File: src/rtl/csa_accum_ctrl.sv
// rtl/csa_accum_ctrl.sv - carry-save operand accumulator with a one-cycle resolve stage
// Operands are folded into a redundant (S, C) pair, and the carry-propagate add runs only once per batch.
module csa_accum_ctrl #(
   parameter int N_OPS = 9,
   parameter int W     = 16
) (
   input  logic           clk,
   input  logic           rst_n,
   input  logic           start,
   input  logic           abort,
   input  logic           in_valid,
   input  logic [W-1:0]   in_data,
   output logic           in_ready,
   output logic           busy,
   output logic           out_valid,
   input  logic           out_ready,
   output logic [W+3:0]   out_sum,
   output logic           out_cout
);

   localparam int CNT_W = $clog2(N_OPS + 1);

   typedef enum logic [1:0] {
      IDLE    = 2'd0,
      ACCUM   = 2'd1,
      RESOLVE = 2'd2,
      DONE    = 2'd3
   } state_t;

   state_t             state;
   logic [W+4:0]       s_q;
   logic [W+4:0]       c_q;
   logic [CNT_W-1:0]   cnt;
   logic [W+4:0]       x_ext;
   logic [W+4:0]       maj;
   logic               last_op;

   assign x_ext   = {5'b0, in_data};
   assign maj     = (s_q & c_q) | (s_q & x_ext) | (c_q & x_ext);
   assign last_op = (cnt == CNT_W'(N_OPS - 1));

   // in_ready/busy/out_valid are flops updated together with state so they never glitch.
   always_ff @(posedge clk or negedge rst_n) begin
      if (!rst_n) begin
         state     <= IDLE;
         s_q       <= '0;
         c_q       <= '0;
         cnt       <= '0;
         out_sum   <= '0;
         out_cout  <= 1'b0;
         in_ready  <= 1'b0;
         busy      <= 1'b0;
         out_valid <= 1'b0;
      end else begin
         case (state)
            IDLE: begin
               if (start) begin
                  s_q      <= '0;
                  c_q      <= '0;
                  cnt      <= '0;
                  state    <= ACCUM;
                  in_ready <= 1'b1;
                  busy     <= 1'b1;
               end
            end
            ACCUM: begin
               if (abort) begin
                  state    <= IDLE;
                  in_ready <= 1'b0;
                  busy     <= 1'b0;
               end else if (in_valid) begin
                  s_q <= s_q ^ c_q ^ x_ext;
                  // Shift drops the top carry; the W+5 bit pair already covers 16 full-width operands.
                  c_q <= maj << 1;
                  cnt <= cnt + CNT_W'(1);
                  if (last_op) begin
                     state    <= RESOLVE;
                     in_ready <= 1'b0;
                  end
               end
            end
            RESOLVE: begin
               if (abort) begin
                  state <= IDLE;
                  busy  <= 1'b0;
               end else begin
                  {out_cout, out_sum} <= s_q + c_q;
                  state               <= DONE;
                  out_valid           <= 1'b1;
               end
            end
            DONE: begin
               if (out_ready) begin
                  state     <= IDLE;
                  out_valid <= 1'b0;
                  busy      <= 1'b0;
               end
            end
            default: begin
               state     <= IDLE;
               in_ready  <= 1'b0;
               busy      <= 1'b0;
               out_valid <= 1'b0;
            end
         endcase
      end
   end

endmodule
File: config.mk
export PLATFORM = sky130hd
export DESIGN_NAME = csa_accum_ctrl
export DESIGN_NICKNAME = d
export VERILOG_FILES = /design/src/rtl/csa_accum_ctrl.sv
export SDC_FILE = /design/constraint.sdc
export NUM_CORES = 1
export LEC_CHECK = 0
export ABC_CLOCK_PERIOD_IN_PS = 2350
export BUFFER_PORTS_ARGS = -buffer_cell sky130_fd_sc_hd__buf_2
export CORE_ASPECT_RATIO = 1.1
export CORE_MARGIN = 1.5
export CORE_UTILIZATION = 59
export DETAILED_ROUTE_END_ITERATION = 12
export PLACE_DENSITY = 0.8
export SYNTH_ARGS = -nofsm -noshare
export SYNTH_HDL_FRONTEND = slang
export SYNTH_SLANG_ARGS = --single-unit
File: constraint.sdc
create_clock -name clk -period 2.35 [get_ports clk]
set_input_delay 0.47 -clock clk [delete_from_list [all_inputs] [get_ports clk]]
set_output_delay 0.47 -clock clk [all_outputs]
set_load 0.05 [all_outputs]
==> impl_metrics.py <==
metrics = {
    "synth": {
        "yosys.area.top_type": "dfrtp_1",
        "synthTopCellsByArea": "dfrtp_1, nand2_1, o21ai_0",
        "ys_async_sr_fraction_pct": 100.0,
        "synth_top_cell_area_share_pct": 41.88,
        "synth_seq_cells": 71,
        "yosysWarnings": 0,
        "ys_seq_area_share_pct": 41.88,
        "ys.flop_type": "dfrtp_1",
        "avgSynthCellArea_um2": 8.839,
        "synth_most_common_cell": "nand2_1",
        "syn_inst": 480,
        "synth_commonest_cells": "nand2_1, dfrtp_1, o21ai_0, ha_1, a21oi_1",
        "syn_area_um2": 4243,
        "synth-edff-count": 0,
        "syn_nets": 544,
        "ys_types": 44,
    },
    "timing": {
        "tightest_slew_ps": 768.9,
        "period_share_pct": 96.83,
        "slew_headroom_pct": 48.54,
        "hold_violations": 0,
        "fmax_mhz": 439.5,
        "finalWorstSetupSlack_ps": 74.59,
        "maxSlewViolCount": 0,
        "setup_viol": 0,
        "whs_ps": 126.7,
        "fin_skew_ps": 9.360,
        "tns_ps": 0,
        "layout_min_cycle_time_ps": 2275,
    },
    "setup_path": {
        "max_stage_delay_ps": 440,
        "cp.required_ps": 2640,
        "crit_path_cell_trace": "ha_1, o21ai_0, a21oi_1, o21ai_2, a211o_1, a2111o_1, nand4_1",
        "cpLargestDelayFamily": "compound AO/OA/AOI/OAI gates",
        "cp-start-kind": "register",
        "cp_slowest_cell": "ha_1",
        "cp.buffers_inverters": 0,
        "crit_type": "register to register",
        "arrival_ps": 2560,
        "end_kind": "register",
        "crit_fanout": 7,
    },
    "cts": {
        "cts.sinks": 71,
        "h-tree-depth": 3,
        "clock-root-buffer": "clkbuf_8",
        "clk_pin_slew_ps": 80,
        "clockBufferDepth": 2,
        "clkLatencyLatePin_ps": 360,
        "cts_buffers": 9,
        "cts_tree": "yes",
    },
    "finish": {
        "antennaDiodeCount": 0,
        "fin_nets": 589,
        "utilization_pct": 69.88,
        "n_fill_cell": 540,
        "area_growth_pct": 15.39,
        "layout-drive-gt1-share_pct": 16.23,
    },
    "pwr": {
        "comb_power_share_pct": 50.0,
        "swShare_pct": 47.62,
        "switching_power_w": 0.002996,
        "peakVddDrop_mv": 1.168,
        "power.share.sequential_pct": 31.3,
        "clkPwrFrac_pct": 18.6,
        "p_leak_nw": 2.358,
        "intPower_w": 0.003296,
        "p_per_area_nw_per_um2": 1285,
        "power_w": 0.006292,
    },
    "die": {
        "die_x_um": 83.86,
        "ios": 46,
        "start_util_pct": 60.55,
        "die_h_um": 91.94,
        "core-area_um2": 7007,
        "die-area_um2": 7710,
        "row_count": 32,
    },
    "grt": {
        "grt_max_degree": 72,
        "grt_pass1_vias": 3501,
        "grt_util_all_layers_pct": 27.23,
        "overflow": 0,
        "antenna_found_initial": 0,
        "grt_pass1_wl_um": 16680,
    },
    "detailed_routing": {
        "detailedRoute.firstIterationViolations": 259,
        "drcViolationCount": 0,
        "drtAntennaViolNets": 0,
        "viasPerCell": 5.883,
        "wl_per_cell_um": 15.89,
        "num_vias": 3618,
        "wirelength_um": 9770,
        "first_pass_iters": 5,
    },
    "placed_design": {
        "io_buffers": 45,
        "gp_congestion": 0.9230,
        "dpl_worst_slack_ps": 19.92,
        "dpl.hpwl_um": 6875,
    },
    "worst_hold_path": {
        "hp-class": "primary input to async pin",
    },
    "outcome": {
        "status": "complete, no violations",
    },
    "job": {
        "maxCapViolCount": 0,
    },
}
==> repair_timing <==
action / CTS / global route
cloned: 0 / 0
resized for setup: 1 / 8
setup buffers: 0 / 1
pin swaps: 0 / 2
setup endpoints to repair: 1 / 5
hold buffers: 0 / 0
==> cell type report <==
| cell class | instances | area [um^2] | area share (%) |
|---|---|---|---|
| inverter | 12 | 45.04 | 0.9200 |
| clock inverter | 4 | 76.32 | 1.559 |
| multi-input combinational | 373 | 2379 | 48.58 |
| sequential | 71 | 1777 | 36.29 |
| timing repair buffer | 58 | 347.8 | 7.105 |
| tap | 85 | 106.4 | 2.172 |
| clock buffer | 12 | 165.2 | 3.373 |
==> final timing paths <==
check                                 start          end  slack (ps)  cells past startpoint
worst min-delay path                  rst_n   out_sum[0]         130                      2
worst max-delay path                 s_q[8]  out_sum[19]          70                      7
min in group clk                  out_ready    out_valid         420                      4
worst min register to register  out_sum[13]  out_sum[13]         470                      2
worst max register to register       s_q[8]  out_sum[19]          70                      7
max in group asynchronous             rst_n     state[1]        1920                      2
==> power groups by stage <==
stage | clock (W) | combinational [W] | sequential, W
after floorplan | 0 | 0.00168 | 0.00254
after global placement | 0 | 0.00298 | 0.00196
after detailed placement | 0 | 0.00308 | 0.00199
after CTS | 0.00119 | 0.00311 | 0.00197
after global routing | 0.00124 | 0.00350 | 0.00203
final | 0.00117 | 0.00315 | 0.00197
==> cells in the final DEF (no fill, tap or decap), types with 3 or more instances in the layout <==
cell	instances
a21o_1	6
a21oi_1	23
and3_1	5
buf_2	45
buf_4	11
clkbuf_8	12
dfrtp_1	71
fa_1	16
ha_1	26
inv_1	12
mux2i_1	3
nand2_1	132
nand2b_1	4
nand3_1	6
nand4_1	4
nor2_1	15
nor2b_1	3
nor3_1	8
o211ai_1	3
o21ai_0	68
o21ai_2	3
xnor2_1	7
xor2_1	5
==> flip-flops by register name, indices dropped and copies added (netlist names) <==
| register | count |
|---|---|
| busy | 1 |
| c_q | 20 |
| cnt | 4 |
| in_ready | 1 |
| out_cout | 1 |
| out_sum | 20 |
| out_valid | 1 |
| s_q | 21 |
| state | 2 |
==> kinds of logic after synthesis <==
| kind of cell | Yosys count | share of synthesized area, % |
|---|---|---|
| mux | 3 | 0.7078 |
| buf+inv | 36 | 3.244 |
| flops | 71 | 41.88 |
| compound gates | 135 | 18.73 |
| xor+xnor | 12 | 2.477 |
| simple gates | 181 | 17.75 |
| fa+ha+maj | 42 | 15.22 |
==> routing by layer <==
metal / wire length [um] / up-vias / share of wire [%] / global-route usage, %
li1: - / 1745 / - / -
met2: 4614 / 129 / 47 / 40.66
met3: 544 / 28 / 5.6 / 6.031
met1: 4335 / 1716 / 44 / 38.09
met5: 0 / - / 0 / 0
met4: 276 / 0 / 2.8 / 12.57
==> per-stage QoR <==
stage	instances	area, um^2
floorplan	480	4243
global placement	598	4608
detailed placement	598	4608
CTS	614	4850
global route	615	4896
finish	615	4896
Note: power is estimated with default switching activity, not from simulation.
